--- src/rtl/spike_rate_encoder_pkg.sv ---
// rtl/spike_rate_encoder_pkg.sv - shared neuromorphic types and constants
package spike_rate_encoder_pkg;

    typedef enum logic [1:0] {
        ENC_IDLE = 2'd0,
        ENC_RUN  = 2'd1,
        ENC_DONE = 2'd2
    } enc_state_t;

    localparam int DEF_INT_W = 8;

    // Cycle counter covers WINDOW_LEN up to 256; spike counter saturates at 511.
    localparam int CYC_W = 9;
    localparam int CNT_W = 9;
    localparam logic [CNT_W-1:0] CNT_MAX = '1;

endpackage

--- src/rtl/spike_phase_acc.sv ---
// rtl/spike_phase_acc.sv - phase accumulator exposing the carry of acc + addend
module spike_phase_acc
    import spike_rate_encoder_pkg::*;
#(
    parameter int INT_W = DEF_INT_W
) (
    input  logic             clk_i,
    input  logic             rst_i,
    input  logic             clear_i,
    input  logic             en_i,
    input  logic [INT_W-1:0] addend_i,
    output logic             carry_o
);

    logic [INT_W-1:0] acc_q;
    logic [INT_W-1:0] acc_d;
    logic [INT_W:0]   sum;

    assign sum     = {1'b0, acc_q} + {1'b0, addend_i};
    assign carry_o = sum[INT_W];

    always_comb begin
        acc_d = acc_q;
        if (clear_i) begin
            acc_d = '0;
        end else if (en_i) begin
            acc_d = sum[INT_W-1:0];
        end
    end

    always_ff @(posedge clk_i) begin
        if (rst_i) begin
            acc_q <= '0;
        end else begin
            acc_q <= acc_d;
        end
    end

endmodule

--- src/rtl/spike_rate_encoder.sv ---
// rtl/spike_rate_encoder.sv - rate-codes an intensity into a spike train over a fixed window
module spike_rate_encoder
    import spike_rate_encoder_pkg::*;
#(
    parameter int WINDOW_LEN = 256,
    parameter int INT_W      = DEF_INT_W
) (
    input  logic             clk,
    input  logic             rst,
    input  logic             in_valid,
    input  logic [INT_W-1:0] intensity,
    output logic             in_ready,
    input  logic             abort,
    output logic             spike_out,
    output logic             busy,
    output logic             done,
    output logic [CNT_W-1:0] spike_count
);

    localparam logic [CYC_W-1:0] LAST_CYC = CYC_W'(WINDOW_LEN - 1);

    enc_state_t       state_q, state_d;
    logic [INT_W-1:0] intensity_q, intensity_d;
    logic [CYC_W-1:0] cyc_q, cyc_d;
    logic [CNT_W-1:0] cnt_q, cnt_d;
    logic             spike_q, spike_d;

    logic accept;
    logic run_step;
    logic carry;

    spike_phase_acc #(
        .INT_W (INT_W)
    ) u_phase_acc (
        .clk_i    (clk),
        .rst_i    (rst),
        .clear_i  (accept),
        .en_i     (run_step),
        .addend_i (intensity_q),
        .carry_o  (carry)
    );

    always_comb begin
        state_d  = state_q;
        accept   = 1'b0;
        run_step = 1'b0;
        case (state_q)
            ENC_IDLE: begin
                if (in_valid) begin
                    accept  = 1'b1;
                    state_d = ENC_RUN;
                end
            end
            ENC_RUN: begin
                // Abort wins over window completion and suppresses this cycle's step.
                if (abort) begin
                    state_d = ENC_IDLE;
                end else begin
                    run_step = 1'b1;
                    if (cyc_q == LAST_CYC) begin
                        state_d = ENC_DONE;
                    end
                end
            end
            ENC_DONE: begin
                state_d = ENC_IDLE;
            end
            default: begin
                state_d = ENC_IDLE;
            end
        endcase
    end

    always_comb begin
        intensity_d = intensity_q;
        cyc_d       = cyc_q;
        cnt_d       = cnt_q;
        spike_d     = run_step & carry;
        if (accept) begin
            intensity_d = intensity;
            cyc_d       = '0;
            cnt_d       = '0;
        end else if (run_step) begin
            cyc_d = cyc_q + CYC_W'(1);
            if (carry && (cnt_q != CNT_MAX)) begin
                cnt_d = cnt_q + CNT_W'(1);
            end
        end
    end

    always_ff @(posedge clk) begin
        if (rst) begin
            state_q     <= ENC_IDLE;
            intensity_q <= '0;
            cyc_q       <= '0;
            cnt_q       <= '0;
            spike_q     <= 1'b0;
        end else begin
            state_q     <= state_d;
            intensity_q <= intensity_d;
            cyc_q       <= cyc_d;
            cnt_q       <= cnt_d;
            spike_q     <= spike_d;
        end
    end

    assign in_ready    = (state_q == ENC_IDLE);
    assign busy        = (state_q == ENC_RUN);
    assign done        = (state_q == ENC_DONE);
    assign spike_out   = spike_q;
    assign spike_count = cnt_q;

endmodule

--- config.mk ---
export PLATFORM = sky130hd
export DESIGN_NAME = spike_rate_encoder
export DESIGN_NICKNAME = d
export VERILOG_FILES = /design/src/rtl/spike_rate_encoder_pkg.sv /design/src/rtl/spike_phase_acc.sv /design/src/rtl/spike_rate_encoder.sv
export SDC_FILE = /design/constraint.sdc
export NUM_CORES = 1
export LEC_CHECK = 0
export ABC_AREA = 1
export BUFFER_PORTS_ARGS = -buffer_cell sky130_fd_sc_hd__buf_4
export CELL_PAD_IN_SITES_DETAIL_PLACEMENT = 1
export CELL_PAD_IN_SITES_GLOBAL_PLACEMENT = 1
export CORE_MARGIN = 4
export CORE_UTILIZATION = 35
export CTS_BUF_LIST = sky130_fd_sc_hd__clkbuf_4
export DETAILED_ROUTE_END_ITERATION = 12
export PLACE_DENSITY_LB_ADDON = 0.1
export SETUP_SLACK_MARGIN = 0.05
export SYNTH_ARGS = -nofsm -noshare
export SYNTH_HDL_FRONTEND = slang
export SYNTH_HIERARCHICAL = 1
export SYNTH_SLANG_ARGS = --single-unit
--- constraint.sdc ---
create_clock -name clk -period 2.25 [get_ports clk]
set_input_delay 0.225 -clock clk [delete_from_list [all_inputs] [get_ports clk]]
set_output_delay 0.225 -clock clk [all_outputs]
set_load 0.005 [all_outputs]
# ---- After elaboration in Yosys (flattened, before gate mapping)
# Cells that the tools add are included.
dict set report op_classes {
  add_sub_neg 3
  multipliers 0
  div_mod_pow 0
  order_cmp 0
  eq_ne 6
  shift 0
  n_mux 8
  bitwise 1
  reduce_logical 5
}
# operator count
set ops {}
lappend ops {{adder 9 x 1 -> 9 bit, second input constant} 2}
lappend ops {{adder 8 x 8 -> 9 bit} 1}
lappend ops {{equality test 9 x 8 -> 1 bit, second input constant} 1}
lappend ops {{inequality test 9 bit, second input constant} 1}
lappend ops {{two-way mux 2 bit} 3}
lappend ops {{two-way mux 1 bit} 4}
lappend ops {{case mux 2 bit (2 select lines)} 1}
lappend ops {{AND reduction 2 bit} 2}
lappend ops {{inequality test 3 x 2 -> 1 bit, second input constant} 1}
lappend ops {{equality test 2 x 1 -> 1 bit, second input constant} 1}
lappend ops {{equality test 2 bit, second input constant} 1}
lappend ops {{logical NOT 2 bit} 1}
lappend ops {{inequality test 2 bit, second input constant} 1}
lappend ops {{OR reduction 2 bit} 1}
lappend ops {{AND 1 bit} 1}
lappend ops {{logical AND 1 bit} 1}
dict set report word_totals {
  register_bits 37
  latch_bits 0
  ramBits 0
  romBits 0
  inputBits 12
  output_inout_bits 13
  word_cells 29
  n_memories 0
}

# ---- Depth between registers and ports, before layout
# Gate-level depths: netlist of run 1.
dict set report logic_depth {
  word_depth 4
  ltp_mapped 12
}

# ---- Hierarchy
# The synthesis of run 1 kept the hierarchy.
# module instances cells_per_inst area_per_inst_um2 seq_area_each_um2
set modules_own_cells {}
lappend modules_own_cells {spike_rate_encoder 1 173 1332.5 580.6}
lappend modules_own_cells {spike_phase_acc 1 100 664.4 160.2}

# ---- Worst setup path after synthesis of run 1
# No wires, ideal clock.
dict set report synth_timing {
  path_kind {reg-to-reg}
  startpoint {reg intensity_q[0]}
  endpoint {reg cnt_q[6], in the netlist spike_count[6]}
  setup_ns 0.115
  t_arrival_ns 1.742
  t_required_ns 2.135
  setup_slack_ns 0.393
  stages_incl_launch_ff 12
  synth_period_minus_slack_ns 1.857
  cell_sequence {dfxtp_1 ha_1 fa_1 nand3_2 nand2_2 nand4_1 o311ai_1 nand2_1 nor2_4 buf_4 a21oi_1 nor2_1}
}
dict set report synth_between {
  elab_chain_cells 3
}
# element line
set synth_lines {}
lappend synth_lines {{start, declared} spike_rate_encoder.sv:23} ;# logic [INT_W-1:0] intensity_q, intensity_d;
lappend synth_lines {{start signal, assigned} spike_rate_encoder.sv:100} ;# intensity_q <= intensity_d;
lappend synth_lines {{adder 8 x 8 -> 9 bit} spike_phase_acc.sv:19} ;# assign sum = {1'b0, acc_q} + {1'b0, addend_i};
lappend synth_lines {{named net carry} spike_rate_encoder.sv:30} ;# logic carry;
lappend synth_lines {{logical AND 1 bit} spike_rate_encoder.sv:85} ;# if (carry && (cnt_q != CNT_MAX)) begin
lappend synth_lines {{AND reduction 2 bit (no source line)} --}
lappend synth_lines {{end signal, assigned} spike_rate_encoder.sv:102} ;# cnt_q <= cnt_d;
lappend synth_lines {{end, declared} spike_rate_encoder.sv:25} ;# logic [CNT_W-1:0] cnt_q, cnt_d;
# The timed path passes the listed nets, and every way through them passes these cells.
# A chain may end at the register's enable or synchronous reset.

# ---- Final worst setup path of run 1
dict set report layout_timing {
  startpoint {reg intensity_q[5]}
  endpoint {reg cnt_q[4], in the netlist spike_count[4]}
}
# The elaborated chain is that of the path after synthesis.

==> results by group, run 1 <==
Outcome
  • Status: complete, no violations

Route
  • Drt pass-1 iters: 4
  • Routed Wire Length: 4.78 mm
  • Iteration-0 DRC Markers: 39
  • WL per Instance: 12.7 µm
  • DRC: 0
  • Vias per cell: 4.79
  • DR vias: 1,802
  • Number of routed nets with antenna violations: 0

Yosys
  • Cell Area, Synth: 0.00200 mm²
  • Syn Inst Count: 273
  • Sequential-to-total area share from yosys stat: 0.371
  • Ys async rst share: 0
  • Yosys cell types: 34
  • Predominant post-synthesis flop cell: dfxtp_1
  • Syn_nets: 298
  • Synth top area cells: dfxtp_1 37%, nand2_1 11%, nor2_1 8.1%, ha_1 7.5%, inv_1 6.4%
  • Synth top cells by count: 58 x nand2_1, 43 x nor2_1, 37 x dfxtp_1, 34 x inv_1, 18 x nand3_1
  • Yosys warnings: 6
  • Most numerous cell in the Yosys netlist: nand2_1
  • Post-synth top area share: 0.371
  • Mean Syn Cell Area: 7.31 µm²
  • Cell taking the most area after synthesis: dfxtp_1
  • Post-synth EDFFs: 0
  • Flop and latch count out of synthesis: 37

Critical path
  • CP arrival: 2.26 ns
  • Largest stage delay, worst path: 0.41 ns
  • Crit path required time: 2.49 ns
  • Crit-path max FO: 7
  • WS Path Type: reg2reg
  • Crit-path leading delay family: simple AND/OR/NAND/NOR gates
  • Crit. End Element: register
  • R2R setup slack: 0.23 ns
  • Worst Path Buf+Inv: 0
  • CP cell instances: ha_1, a21oi_1, o311ai_1, nand2_1, nor2_2, nand2_1, nand2_1, a21oi_2
  • Startpoint types: register
  • Slowest-stage cell, CP: o311ai_1
  • Most frequent CP cell: nand2_1

Timing
  • Minimum clock period: 2.02 ns
  • Final Max Slew Viols: 0
  • Period Utilization, post-route: 0.897
  • Slew headroom: 0.630
  • Unrepaired setup endpoints after global routing: no
  • Setup TNS: 0 ns
  • Clk_skew: 0.0148 ns
  • Slew @ Worst Pin: 0.551 ns
  • Hold Vio Cnt, Final: 0
  • Maximum clock frequency: 495 MHz
  • Final Setup Violations: 0

Place
  • Hpwl dp: 3.58 mm
  • Placer Congestion: 0.732
  • Port bufs: 24

GRT
  • Overall routing resource usage: 0.143
  • Grt ovf: 0
  • First-pass GRT wire length: 8.28 mm
  • Vias in the first global route: 1,825
  • Initial antenna violation count: 0
  • Pin count of the biggest net entering global routing: 19

Clocking
  • Clk_lat worst skew: 0.34 ns
  • Sink Count: 37
  • CTS buffer count: 5
  • Clk slew on worst S/H paths: 0.12 ns
  • Root Buffer: clkbuf_4
  • CTS Buffer Depth: 2
  • Postcts setup bufs: 0
  • CTS tree: built
  • H-Tree Depth: 2

Layout
  • Area Overhead vs Synth: 17.0%
  • Post-layout util: 0.424
  • Share of layout cells above drive strength 1: 0.194
  • # diodes: 0
  • Nets@finish: 328

Floorplan
  • Core area: 0.00551 mm²
  • Die height: 83.5 µm
  • Die X: 83.5 µm
  • Starting density of the core: 0.363
  • Num ports: 25
  • DIE AREA: 0.00698 mm²
  • Row count: 27

Power and ir drop
  • Worst vdd ir: 183 µV
  • Clock power share: 0.357
  • Comb pwr share: 0.122
  • Leak: 1.02 nW
  • Power per cell area: 566 mW/mm²
  • Power Internal: 0.981 mW
  • P_sw: 0.343 mW
  • Sw frac: 0.259
  • Sequential Power Share: 0.521

Min path
  • Hold Path Class: in2reg

Flow run
  • Maxcap violations: 0
==> flip-flops by register name (all words and copies together) (netlist names) <==
signal,cells
spike_count,9
spike_out,1
u_phase_acc/acc_q,8
cyc_q,9
intensity_q,8
state_q,2
==> area by class of cell <==
cell class	instances	area, µm²
Multi-Input combinational cell	195	1080
Sequential cell	37	741
Clock inverter	2	33.8
Fill cell	720	3170
Tap cell	72	90.1
Clock buffer	6	45.0
Inverter	38	148
Timing Repair Buffer	26	195
==> power by group through the flow <==
stage | logic (mW) | registers, mW | clock network, mW
CTS | 0.165 | 0.690 | 0.490
global route | 0.185 | 0.693 | 0.520
global placement | 0.162 | 0.704 | 0
detailed placement | 0.163 | 0.704 | 0
finish | 0.162 | 0.689 | 0.473
floorplan | 0.115 | 0.701 | 0
==> metrics by stage <==
| step | area, µm² | instances | power, mW | setup WS (ns) | hold slack [ns] |
|---|---|---|---|---|---|
| 3_5_place_dp | 2240 | 367 | 0.868 | 0.192 | 0.443 |
| 3_3_place_gp | 2240 | 367 | 0.866 | 0.212 | 0.433 |
| 6_report | 2340 | 376 | 1.32 | 0.231 | 0.101 |
| 5_1_grt | 2340 | 376 | 1.40 | 0.0498 | 0.0806 |
| 4_1_cts | 2320 | 375 | 1.34 | 0.135 | 0.0873 |
| 2_1_floorplan | 2000 | 273 | 0.815 | 0.393 | 0.297 |
==> layer usage <==
layer / wire [µm] / vias up / track usage
met5: 0 / - / 0
met4: 82 / 0 / 0.0482
met3: 176 / 8 / 0.0365
met2: 2180 / 28 / 0.240
met1: 2330 / 831 / 0.178
li1: - / 935 / -
==> path summary, 6_finish.rpt <==
check | endpoint | from | cells after the start
max | spike_count[4] | intensity_q[5] | 8
max reg2reg | spike_count[4] | intensity_q[5] | 8
min | state_q[1] | rst | 2
min reg2reg | cyc_q[4] | cyc_q[4] | 2
==> cell families after synthesis <==
logic type / Yosys count / share of synthesized area
buffers and inverters: 42 / 0.0927
adders and majority gates: 13 / 0.0852
DFF: 37 / 0.371
and+or+nand+nor: 140 / 0.320
AOI/OAI and AO/OA: 37 / 0.114
xor gates and xnor gates: 4 / 0.0175
==> layout by cell type (no fill, tap or decap), types with 2 or more instances in the layout <==
master,count
nand2_2,2
nand2_1,58
nor2_2,4
clkinv_1,3
a21oi_2,10
nor2_1,43
inv_2,2
ha_1,12
a21oi_1,11
xor2_1,4
dfxtp_1,37
o21ai_1,2
nand4_1,3
buf_4,26
nor3_1,2
o21ai_0,12
inv_1,33
nand3b_1,2
nand3_1,18
clkbuf_4,6
==> timing repair <==
action	CTS	global route
setup endpoints to repair	0	6
hold buffers	0	0
resized for setup	0	3
Power figures use the tool's default switching activity.
==> run 2: changes to the inputs <==
MAX_ROUTING_LAYER = met4   (was not set)
==> results by group, run 2 (synthesis gave the netlist of run 1 again) <==
Layout
  • Fill cells: 720
  • Share of layout cells above drive strength 1: 0.194
  • Most common cell after layout, fill and taps aside: nand2_1
  • Most frequent cells in the layout: 58 x nand2_1, 43 x nor2_1, 37 x dfxtp_1, 33 x inv_1, 26 x buf_4
  • Final instance area: 0.00234 mm²
  • Area Overhead vs Synth: 17.0%
  • Nets@finish: 328
  • Finished Layout Cells: 376
  • # diodes: 0

Place
  • Placer Congestion: 0.741
  • DP Area: 0.00224 mm²
  • Hpwl dp: 3.58 mm
  • Port bufs: 24
  • Dpl cells: 367

GRT
  • Vias in the first global route: 1,826
  • Initial antenna violation count: 0
  • Overall routing resource usage: 0.147
  • First-pass GRT wire length: 8.27 mm
  • Grt ovf: 0
  • Pin count of the biggest net entering global routing: 19

Floorplan
  • Core area: 0.00551 mm²
  • DIE AREA: 0.00698 mm²
  • Starting density of the core: 0.363
  • Die height: 83.5 µm
  • Row count: 27
  • Num ports: 25
  • Die X: 83.5 µm

Clocking
  • CTS tree: built
  • H-Tree Depth: 2
  • Root Buffer: clkbuf_4
  • Clk slew on worst S/H paths: 0.12 ns
  • Postcts setup bufs: 0
  • CTS buffer count: 5
  • Sink Count: 37
  • CTS Buffer Depth: 2
  • Clk_lat worst skew: 0.35 ns

Critical path
  • Most frequent CP cell: nand2_1
  • Slowest-stage cell, CP: o311ai_1
  • FF-to-FF End: spike_count[4]
  • Critical R2R Launch: intensity_q[5]
  • Crit-path max FO: 7
  • R2R setup slack: 0.24 ns
  • Register-to-Register Path Depth: 8
  • Crit-path leading delay family: simple AND/OR/NAND/NOR gates
  • Worst Path Buf+Inv: 0
  • Critical path depth: 8
  • Startpoint types: register
  • WS Path Type: reg2reg
  • CP arrival: 2.25 ns
  • CP cell instances: ha_1, a21oi_1, o311ai_1, nand2_1, nor2_2, nand2_1, nand2_1, a21oi_2
  • Crit path required time: 2.49 ns
  • Largest stage delay, worst path: 0.40 ns
  • Crit. End Element: register

Timing
  • Final Max Slew Viols: 0
  • Maximum clock frequency: 497 MHz
  • Slew headroom: 0.630
  • Setup TNS: 0 ns
  • Slew @ Worst Pin: 0.551 ns
  • Final Setup Violations: 0
  • Clk_skew: 0.0152 ns
  • Unrepaired setup endpoints after global routing: no
  • Period Utilization, post-route: 0.894
  • Minimum clock period: 2.01 ns
  • Worst hold slack: 0.102 ns
  • Hold Vio Cnt, Final: 0

Route
  • Number of routed nets with antenna violations: 0
  • DR vias: 1,797
  • Vias per cell: 4.78
  • WL per Instance: 12.7 µm
  • Iteration-0 DRC Markers: 38
  • Drt pass-1 iters: 4
  • Routed Wire Length: 4.79 mm
  • DRC: 0

Outcome
  • Status: complete, no violations

Min path
  • Worst hold path depth: 2
  • Hold wc startpoint: rst
  • WHS Endpoint: state_q[1]
  • Hold Path Class: in2reg

Power and ir drop
  • Leak: 1.02 nW
  • Final Total Pwr: 1.33 mW
  • Power per cell area: 568 mW/mm²
  • Worst vdd ir: 183 µV

Flow run
  • Maxcap violations: 0
==> run 2: worst max-delay path by stage <==
stage | startpoint | to | slack, ns
final | intensity_q[5] | spike_count[4] | 0.24
after global routing | intensity_q[0] | spike_count[8] | 0.05
after CTS | intensity_q[5] | spike_count[3] | 0.13
after detailed placement | intensity_q[5] | spike_count[3] | 0.19
after global placement | intensity_q[5] | spike_count[3] | 0.21
after floorplan | intensity_q[0] | spike_count[6] | 0.39
==> run 2: layout make-up <==
| type | count | area [µm²] | area share |
|---|---|---|---|
| timing repair buffer | 26 | 195 | 0.0835 |
| sequential | 37 | 741 | 0.317 |
| clock inverter | 2 | 33.8 | 0.0145 |
| inverter | 38 | 148 | 0.0632 |
| tap | 72 | 90.1 | 0.0385 |
| clock buffer | 6 | 45.0 | 0.0193 |
| multi-input combinational | 195 | 1080 | 0.464 |
==> run 2: timing repair <==
item	in CTS	in global routing
resized for setup	0	3
hold buffers	0	0
endpoints found under the setup margin	0	6
endpoints found under the hold margin	0	0
==> run 2: stage by stage <==
stage	worst slack [ns]	util
final	0.238	0.424
after global routing	0.0498	0.424
after CTS	0.135	0.422
after detailed placement	0.192	0.408
after global placement	0.212	0.408
after floorplan	0.393	-
==> run 2: layer usage <==
metal / global-route usage / wire length, µm
met1: 0.179 / 2370
met5: - / 0
met2: 0.240 / 2170
met4: 0.0482 / 82
met3: 0.0355 / 158
==> run 2: where the power goes <==
group | switching, mW | internal [mW]
Clock | 0.233 | 0.244
Combinational | 0.0996 | 0.0622
Sequential | 0.0145 | 0.675
